### src/rtl/wb8_wb32_bridge_pkg.sv
// Shared constants, FSM encoding and lane helpers for the 8-to-32-bit Wishbone bridge.
package wb8_wb32_bridge_pkg;

    localparam int unsigned BYTE_W = 8;
    localparam int unsigned WORD_W = 32;
    localparam int unsigned LANES  = 4;
    localparam int unsigned LANE_W = 2;
    localparam int unsigned WADR_W = 22;
    localparam int unsigned BADR_W = 24;

    localparam logic [1:0] ST_IDLE   = 2'd0;
    localparam logic [1:0] ST_RD_BUS = 2'd1;
    localparam logic [1:0] ST_WR_BUS = 2'd2;
    localparam logic [1:0] ST_ACK    = 2'd3;

    localparam logic [LANE_W-1:0] LANE_LAST = 2'd3;
    localparam logic [0:LANES-1]  SEL_ALL   = 4'b1111;

    // Downstream request payload; lane 0 is the most significant byte.
    typedef struct packed {
        logic [0:WADR_W-1] adr;
        logic [0:WORD_W-1] dat;
        logic [0:LANES-1]  sel;
    } m_req_t;

    function automatic logic [0:WORD_W-1] lane_put(input logic [0:WORD_W-1] word,
                                                   input logic [LANE_W-1:0] lane,
                                                   input logic [0:BYTE_W-1] b);
        logic [0:WORD_W-1] r;
        r = word;
        r[{lane, 3'b000} +: BYTE_W] = b;
        return r;
    endfunction

    function automatic logic [0:BYTE_W-1] lane_get(input logic [0:WORD_W-1] word,
                                                   input logic [LANE_W-1:0] lane);
        return word[{lane, 3'b000} +: BYTE_W];
    endfunction

endpackage

### src/rtl/wb8_wb32_bridge.sv
// 8-bit Wishbone responder to 32-bit Wishbone initiator bridge with a write-combining
// buffer and an optional one-word read cache.
module wb8_wb32_bridge
    import wb8_wb32_bridge_pkg::*;
#(
    parameter int unsigned READ_CACHE = 1
) (
    input  logic              clk,
    input  logic              reset,
    input  logic [0:BADR_W-1] wb_adr_i,
    input  logic [0:BYTE_W-1] wb_dat_i,
    output logic [0:BYTE_W-1] wb_dat_o,
    input  logic              wb_we_i,
    input  logic [0:0]        wb_sel_i,
    input  logic              wb_stb_i,
    input  logic              wb_cyc_i,
    output logic              wb_ack_o,
    output logic [0:WADR_W-1] m_adr_o,
    output logic [0:WORD_W-1] m_dat_o,
    input  logic [0:WORD_W-1] m_dat_i,
    output logic [0:LANES-1]  m_sel_o,
    output logic              m_we_o,
    output logic              m_stb_o,
    output logic              m_cyc_o,
    input  logic              m_ack_i
);

    logic [1:0]          state, state_nx;
    logic [0:WADR_W-1]   word, wbuf_adr, cache_adr;
    logic [LANE_W-1:0]   lane, rd_lane;
    logic [0:WORD_W-1]   wbuf, wbuf_merged, cache;
    logic [0:LANES-1]    mask, mask_merged;
    logic                cache_vld, wr_ack;
    logic                req, hit, need_flush;
    logic                flush, go_wr_last, do_merge, do_hit, go_rd, clr_vld;
    m_req_t              m_req;

    assign word = wb_adr_i[0:WADR_W-1];
    assign lane = wb_adr_i[WADR_W:BADR_W-1];

    assign req  = wb_cyc_i & wb_stb_i & ~wb_ack_o;
    assign hit  = (READ_CACHE != 0) && cache_vld && (cache_adr == word);
    // Pending bytes must reach memory before touching another word or missing on a read.
    assign need_flush = (mask != '0) && ((wbuf_adr != word) || (!wb_we_i && !hit));

    assign m_adr_o = m_req.adr;
    assign m_dat_o = m_req.dat;
    assign m_sel_o = m_req.sel;

    // Byte merge into the write-combining buffer.
    always_comb begin
        wbuf_merged       = lane_put(wbuf, lane, wb_dat_i);
        mask_merged       = mask;
        mask_merged[lane] = wb_sel_i[0];
    end

    always_ff @(posedge clk) begin
        if (reset) state <= ST_IDLE;
        else       state <= state_nx;
    end

    // Next state and one-cycle action strobes.
    always_comb begin
        state_nx   = state;
        flush      = 1'b0;
        go_wr_last = 1'b0;
        do_merge   = 1'b0;
        do_hit     = 1'b0;
        go_rd      = 1'b0;
        clr_vld    = 1'b0;
        case (state)
            ST_IDLE: begin
                if (req) begin
                    if (need_flush) begin
                        flush    = 1'b1;
                        state_nx = ST_WR_BUS;
                    end else if (wb_we_i) begin
                        if (lane == LANE_LAST && mask_merged != '0) begin
                            go_wr_last = 1'b1;
                            state_nx   = ST_WR_BUS;
                        end else begin
                            do_merge = 1'b1;
                            state_nx = ST_ACK;
                        end
                    end else if (hit) begin
                        do_hit   = 1'b1;
                        state_nx = ST_ACK;
                    end else begin
                        go_rd    = 1'b1;
                        state_nx = ST_RD_BUS;
                    end
                end else if (!wb_cyc_i) begin
                    clr_vld = 1'b1;
                    if (mask != '0) begin
                        flush    = 1'b1;
                        state_nx = ST_WR_BUS;
                    end
                end
            end
            ST_RD_BUS: if (m_ack_i) state_nx = ST_ACK;
            ST_WR_BUS: if (m_ack_i) state_nx = wr_ack ? ST_ACK : ST_IDLE;
            ST_ACK:    state_nx = ST_IDLE;
            default:   state_nx = ST_IDLE;
        endcase
    end

    always_ff @(posedge clk) begin
        if (reset) begin
            wb_ack_o  <= 1'b0;
            wb_dat_o  <= '0;
            m_cyc_o   <= 1'b0;
            m_stb_o   <= 1'b0;
            m_we_o    <= 1'b0;
            m_req     <= '0;
            wbuf      <= '0;
            wbuf_adr  <= '0;
            mask      <= '0;
            wr_ack    <= 1'b0;
            cache     <= '0;
            cache_adr <= '0;
            cache_vld <= 1'b0;
            rd_lane   <= '0;
        end else begin
            wb_ack_o <= (state_nx == ST_ACK);
            m_cyc_o  <= (state_nx == ST_RD_BUS) || (state_nx == ST_WR_BUS);
            m_stb_o  <= (state_nx == ST_RD_BUS) || (state_nx == ST_WR_BUS);
            m_we_o   <= (state_nx == ST_WR_BUS);

            if (clr_vld) cache_vld <= 1'b0;

            if (flush) begin
                m_req  <= '{adr: wbuf_adr, dat: wbuf, sel: mask};
                mask   <= '0;
                wr_ack <= 1'b0;
            end

            if (go_wr_last) begin
                m_req    <= '{adr: word, dat: wbuf_merged, sel: mask_merged};
                wbuf     <= wbuf_merged;
                wbuf_adr <= word;
                mask     <= '0;
                wr_ack   <= 1'b1;
            end

            if (do_merge) begin
                wbuf     <= wbuf_merged;
                wbuf_adr <= word;
                mask     <= mask_merged;
            end

            // Keep the cached copy coherent with upstream writes.
            if ((do_merge || go_wr_last) && cache_vld && cache_adr == word && wb_sel_i[0])
                cache <= lane_put(cache, lane, wb_dat_i);

            if (do_hit) wb_dat_o <= lane_get(cache, lane);

            if (go_rd) begin
                m_req.adr <= word;
                m_req.sel <= SEL_ALL;
                rd_lane   <= lane;
            end

            if (state == ST_RD_BUS && m_ack_i) begin
                cache     <= m_dat_i;
                cache_adr <= m_req.adr;
                cache_vld <= 1'b1;
                wb_dat_o  <= lane_get(m_dat_i, rd_lane);
            end
        end
    end

endmodule

### config.mk
export PLATFORM = sky130hd
export DESIGN_NAME = wb8_wb32_bridge
export DESIGN_NICKNAME = d
export VERILOG_FILES = /design/src/rtl/wb8_wb32_bridge_pkg.sv /design/src/rtl/wb8_wb32_bridge.sv
export SDC_FILE = /design/constraint.sdc
export NUM_CORES = 1
export LEC_CHECK = 0
export ABC_AREA = 1
export CELL_PAD_IN_SITES_DETAIL_PLACEMENT = 0
export CELL_PAD_IN_SITES_GLOBAL_PLACEMENT = 2
export CORE_MARGIN = 2
export CORE_UTILIZATION = 29
export DETAILED_ROUTE_END_ITERATION = 6
export PLACE_DENSITY_LB_ADDON = 0.12
export REMOVE_ABC_BUFFERS = 1
export SYNTH_ARGS = -nofsm -noshare
export SYNTH_HDL_FRONTEND = slang
export SYNTH_SLANG_ARGS = --single-unit
### constraint.sdc
create_clock -name clk -period 2.41 [get_ports clk]
set_clock_uncertainty 0.2 [all_clocks]
set_input_delay 0.3615 -clock clk [delete_from_list [all_inputs] [get_ports clk]]
set_output_delay 0.3615 -clock clk [all_outputs]
set_load 0.02 [all_outputs]
Word-level counts from Yosys, hierarchy flattened

Cells that the tools add are included.

Bitwise gates (word level): 6
Equality and inequality tests: 9
Order comparisons: 2
Reductions and logical operators: 24
Add/sub/neg operators: 1
Mux-type cells: 63
Shifts and indexed selects: 4

Operators by type and width:

| kind                    | count |
|---|---|
| $mux 32                 | 4 |
| $mux 58                 | 2 |
| $mux 22                 | 3 |
| $shiftx 32x6->33        | 2 |
| $bwmux 32               | 2 |
| $mux 1                  | 34 |
| $shift 33x7->32 const A | 1 |
| $shiftx 33x7->32        | 1 |
| $eq 22x22->1            | 1 |
| $ne 22x22->1            | 1 |
| $mux 2                  | 9 |
| $mux 4                  | 4 |
| $mux 8                  | 2 |
| $not 5->6               | 2 |
| $eq 2x2->1 const B      | 5 |
| $reduce_bool 2->1       | 5 |
| $logic_and 1x1->1       | 9 |
| $pmux 2 s4              | 1 |
| $reduce_bool 4->1       | 2 |
| $neg 6->7               | 1 |
| $reduce_bool 3->1       | 2 |
| $bwmux 4                | 1 |
| $eq 2x1->1 const B      | 2 |
| $ge 3x3->1 const B      | 1 |
| 8 further kinds         | 12 |

Bits of input ports: 71
Output and inout port bits: 70
Register bits after elaboration: 187

Logic depth before layout (Yosys ltp)

Depth after elaboration: 19
Depth in mapped cells: 18
Depth with buffers taken out: 17

Worst setup path before layout

OpenSTA, ideal clock, no wires.

Path type: input to register
From: in wb_adr_i[8] (netlist bit)
To: reg m_cyc_o
Path slack: 0.242 ns
Library setup time: 0.126 ns
Stages on the path: 15
Arrival: 1.842 ns
Cells stage by stage: inv_1 nand2_1 nand2_1 nand3_1 nor2_2 nand3_2 nand2_1 nand2_1 nand2_4 buf_8 o21ai_0 o21ai_0 o21ai_0 ha_1 nor2_1

Word-level cells in the longest chain between the ends: 11

Ends and longest elaborated chain:

| what                                     | line                   | source |
|---|---|---|
| start, declared                          | wb8_wb32_bridge.sv:10  | `input logic [0:BADR_W-1] wb_adr_i,` |
| $eq 22x22->1                             | wb8_wb32_bridge.sv:42  | `assign hit = (READ_CACHE != 0) && cache_vld && (cache_adr == word);` |
| $logic_and 1x1->1                        | wb8_wb32_bridge.sv:42  |  |
| $logic_not 1->1                          | wb8_wb32_bridge.sv:44  | `assign need_flush = (mask != '0) && ((wbuf_adr != word) \|\| (!wb_we_i && !hit));` |
| $logic_and 1x1->1                        | wb8_wb32_bridge.sv:44  |  |
| $logic_or 1x1->1                         | wb8_wb32_bridge.sv:44  |  |
| $logic_and 1x1->1                        | wb8_wb32_bridge.sv:44  |  |
| $mux 2 *                                 | wb8_wb32_bridge.sv:74  | `if (need_flush) begin` |
| $mux 2 *                                 | wb8_wb32_bridge.sv:73  | `if (req) begin` |
| $pmux 2 s4 *                             | wb8_wb32_bridge.sv:71  | `case (state)` |
| $eq 2x1->1 or $eq 2x2->1 (tied branches) | wb8_wb32_bridge.sv:125 | `m_cyc_o <= (state_nx == ST_RD_BUS) \|\| (state_nx == ST_WR_BUS);` |
| $logic_or 1x1->1 *                       | wb8_wb32_bridge.sv:125 |  |
| end signal, assigned                     | wb8_wb32_bridge.sv:125 |  |
| end, declared                            | wb8_wb32_bridge.sv:24  | `output logic m_cyc_o,` |

Every way passes the cells marked *; elsewhere a longest branch is shown, timed or not.
A chain may end at the register's enable or synchronous reset.

Final worst setup path

From: reg wbuf_adr[6] (netlist bit)
To: reg wbuf[19] (netlist bit)

Word-level cells in the longest chain between the ends: 7

Ends and longest elaborated chain:

| what                                         | line                   | source |
|---|---|---|
| start, declared                              | wb8_wb32_bridge.sv:29  | `logic [0:WADR_W-1] word, wbuf_adr, cache_adr;` |
| start signal, assigned                       | wb8_wb32_bridge.sv:140 | `wbuf_adr <= word;` |
| start signal, assigned                       | wb8_wb32_bridge.sv:147 | `wbuf_adr <= word;` |
| $ne 22x22->1 *                               | wb8_wb32_bridge.sv:44  |  |
| $logic_or 1x1->1 *                           | wb8_wb32_bridge.sv:44  |  |
| $logic_and 1x1->1 *                          | wb8_wb32_bridge.sv:44  |  |
| $mux 1                                       | wb8_wb32_bridge.sv:74  |  |
| $mux 1                                       | wb8_wb32_bridge.sv:73  |  |
| $mux 1                                       | wb8_wb32_bridge.sv:71  |  |
| $mux 32 or $reduce_bool 2->1 (tied branches) | n/a                    |  |
| end signal, assigned                         | wb8_wb32_bridge.sv:139 | `wbuf <= wbuf_merged;` |
| end signal, assigned                         | wb8_wb32_bridge.sv:146 | `wbuf <= wbuf_merged;` |
| end, declared                                | wb8_wb32_bridge.sv:31  | `logic [0:WORD_W-1] wbuf, wbuf_merged, cache;` |

Marks and branches as above.

==> reports/summary.txt <==
RSZ-0062 raised after global routing: yes
global route overflow: 0
Syn Inst Count: 1461
most used cell, CP: nand2_2
Final setup violation count: 0
CTS root buf: clkbuf_16
Initial DRC Count: 532
die area: 33920 um2
final net count: 1756
filler instances: 3383
fin cells: 2131
# placed instances: 2088
most frequent cells in the layout: nand2_1, nor2_1, o21ai_0
Tmin final: 2335 ps
Max Cap Viol: 0
CP max stage cell: dfxtp_2
CTS Hold Bufs: 0
Port-buffer cells: 140
clock latency on the worst-skew pair: 450 ps
All-Layer GR Usage: 0.2026
crit-path cells: inv_1, nand2_1, nand4_1, nor2_4, nand2_2, nor2_4, nand2_2, nand2_4, buf_6, nand2_8, buf_12, buf_4, buf_4, nand2_2, a21oi_2
Hold WC Path Type: in -> reg
sequential share of the synthesized area: 0.3976
row cnt: 65
clock buffer depth: 2
Worst setup SP type: flip-flop
Std-Cell Core Area: 31800 um2
Worst path max stage delay: 330 ps
CTS tree: yes
outcome: finished, final reports clean
# IOs: 141
DR vias: 9828
post-synthesis register bit count: 187
per-cell routed wire length: 16.11 um
CTS H-Tree Depth: 4
relative slew slack: 0.6522
Tcrit/Tclk final: 0.9689
TritonCTS Buffers: 17
GPL Wtd Cong: 0.8040
Worst setup EP type: flip-flop
most common cell after layout, fill and taps aside: nand2_1
CP Class: reg -> reg
fmax: 428.2 MHz
Final Hold Fails: 0
register clock-pin slew on the reported worst setup and hold paths: 70 ps
drt drc: 0
Avg Inst Size Synth: 6.444 um2
asr flop ratio synth: 0
largest fanout on the critical path: 7
Post-DP HPWL: 24680 um
global-route wire length before repair: 52460 um
worst endpoint data arrival time: 2450 ps
cell leakage power: 5.807 nW
Pwr Total: 8.303 mW
vias in the first global route: 9636
Starting Density: 0.2961
initial antenna violation count: 0
VDD IR max: 511.4 uV
largest net degree at the start of global routing: 45
post-synthesis cell area: 9415 um2
power density cells: 624.9 nW/um2
number of nets with antenna violations after routing: 0
1st-pass router iterations: 5
Die X: 184.2 um
utilization after layout: 0.4179
Main synth FF type: dfxtp_1
CP Data Required Time: 2520 ps
Slew @ Worst Pin: 521.6 ps
Hold Crit Depth: 3
R2R depth: 15
P&R area growth vs syn: 41.13%
chip height: 184.2 um
share of post-route cells with drive strength above 1: 0.1722
clk sinks: 187
Final Max Tran Viols: 0
Routed Wire Length: 34340 um
Cell variety after synth: 41
ant diodes: 0
YS warnings: 0
Post-synth EDFFs: 0
vias per inst: 4.612
final timing paths:
path	start	end	slack, ps
hold / removal	wb_adr_i[18]	wbuf_adr[18]$_SDFFE_PP0N_	60
setup reg to reg	wbuf_adr[6]$_SDFFE_PP0N_	wbuf[19]$_SDFFE_PP0N_	70
setup / recovery	wbuf_adr[6]$_SDFFE_PP0N_	wbuf[19]$_SDFFE_PP0N_	70
hold reg to reg	cache_adr[5]$_SDFFE_PP0P_	cache_adr[5]$_SDFFE_PP0P_	270
metrics by stage:
| stage | instance area [um2] | hold WS, ps | setup slack (ps) | setup TNS [ps] |
|---|---|---|---|---|
| after floorplan | 9045 | 228.2 | -972.2 | -65730 |
| after global placement | 12220 | 249.7 | -809.0 | -105940 |
| after detailed placement | 12220 | 257.1 | -814.9 | -107650 |
| after CTS | 12890 | 237.8 | -18.50 | -129.2 |
| after global routing | 13290 | 60.32 | -33.65 | -160.0 |
| final | 13290 | 62.13 | 74.91 | 0 |
worst max-delay path, delay by kind of cell, from the launching register on:
family,cells,cell delay (ps)
AND/OR/NAND/NOR,9,1020
AO/OA/AOI/OAI,1,40
buffers and inverters,5,620
flip-flops,1,330
what timing repair did:
item | 4_1_cts | 5_1_grt
pin swaps | 5 | 35
endpoints found under the setup margin | 160 | 159
resized for setup | 30 | 116
buffers inserted | 1 | 6
gates cloned | 0 | 4
state kept, by name, summed over array words and instances, names as in the netlist, 2 cells and up:
| register | flops |
|---|---|
| wbuf | 32 |
| m_sel_o | 4 |
| rd_lane | 2 |
| cache_adr | 22 |
| wb_dat_o | 8 |
| m_adr_o | 22 |
| cache | 32 |
| state | 2 |
| m_dat_o | 32 |
| wbuf_adr | 22 |
| mask | 4 |
logic make-up after synthesis:
| family | share of synthesized area |
|---|---|
| compound gates | 0.1911 |
| buf+inv | 0.09688 |
| xor+xnor | 0.009302 |
| flops | 0.3976 |
| fa+ha+maj | 0.002657 |
| simple gates | 0.3025 |
layout make-up:
cell class                      count  area (um2)  share of cell area
Multi-Input combinational cell   1055        4976              0.3745
Clock buffer                       19       442.9             0.03333
Clock inverter                     13       187.7             0.01412
Tap cell                          435       544.3             0.04096
Sequential cell                   187        3767              0.2835
Inverter                          144       549.3             0.04134
Timing Repair Buffer              278        2820              0.2122
per-layer routing:
layer,wire length (um),track usage,vias up
met5,0,0,-
met3,976,0.03339,21
li1,-,-,5115
met2,17130,0.3633,151
met4,450,0.04736,0
met1,15790,0.2529,4541
power by group:
part	switching (mW)	total, mW	internal (mW)
combinational	1.01	1.77	0.767
sequential	0.124	3.42	3.29
clock	1.34	3.11	1.78
synthesized netlist by cell type, types with 5 or more instances:
library cell / count / share of area
nand3_1: 36 / 0.019
a211oi_1: 8 / 0.0064
a31oi_1: 9 / 0.0060
nor2_1: 277 / 0.11
a21oi_1: 101 / 0.054
o21ai_1: 11 / 0.0058
clkbuf_1: 46 / 0.018
inv_1: 123 / 0.049
dfxtp_1: 187 / 0.40
xor2_1: 6 / 0.0056
buf_2: 13 / 0.0069
nand2_1: 336 / 0.13
nand2_2: 7 / 0.0047
nor2_2: 5 / 0.0033
o21ai_0: 202 / 0.11
inv_2: 18 / 0.0072
nand2_4: 5 / 0.0060
buf_4: 8 / 0.0064
nand4_1: 17 / 0.011
a22oi_1: 8 / 0.0064
Note: power is estimated with default switching activity, not from simulation.
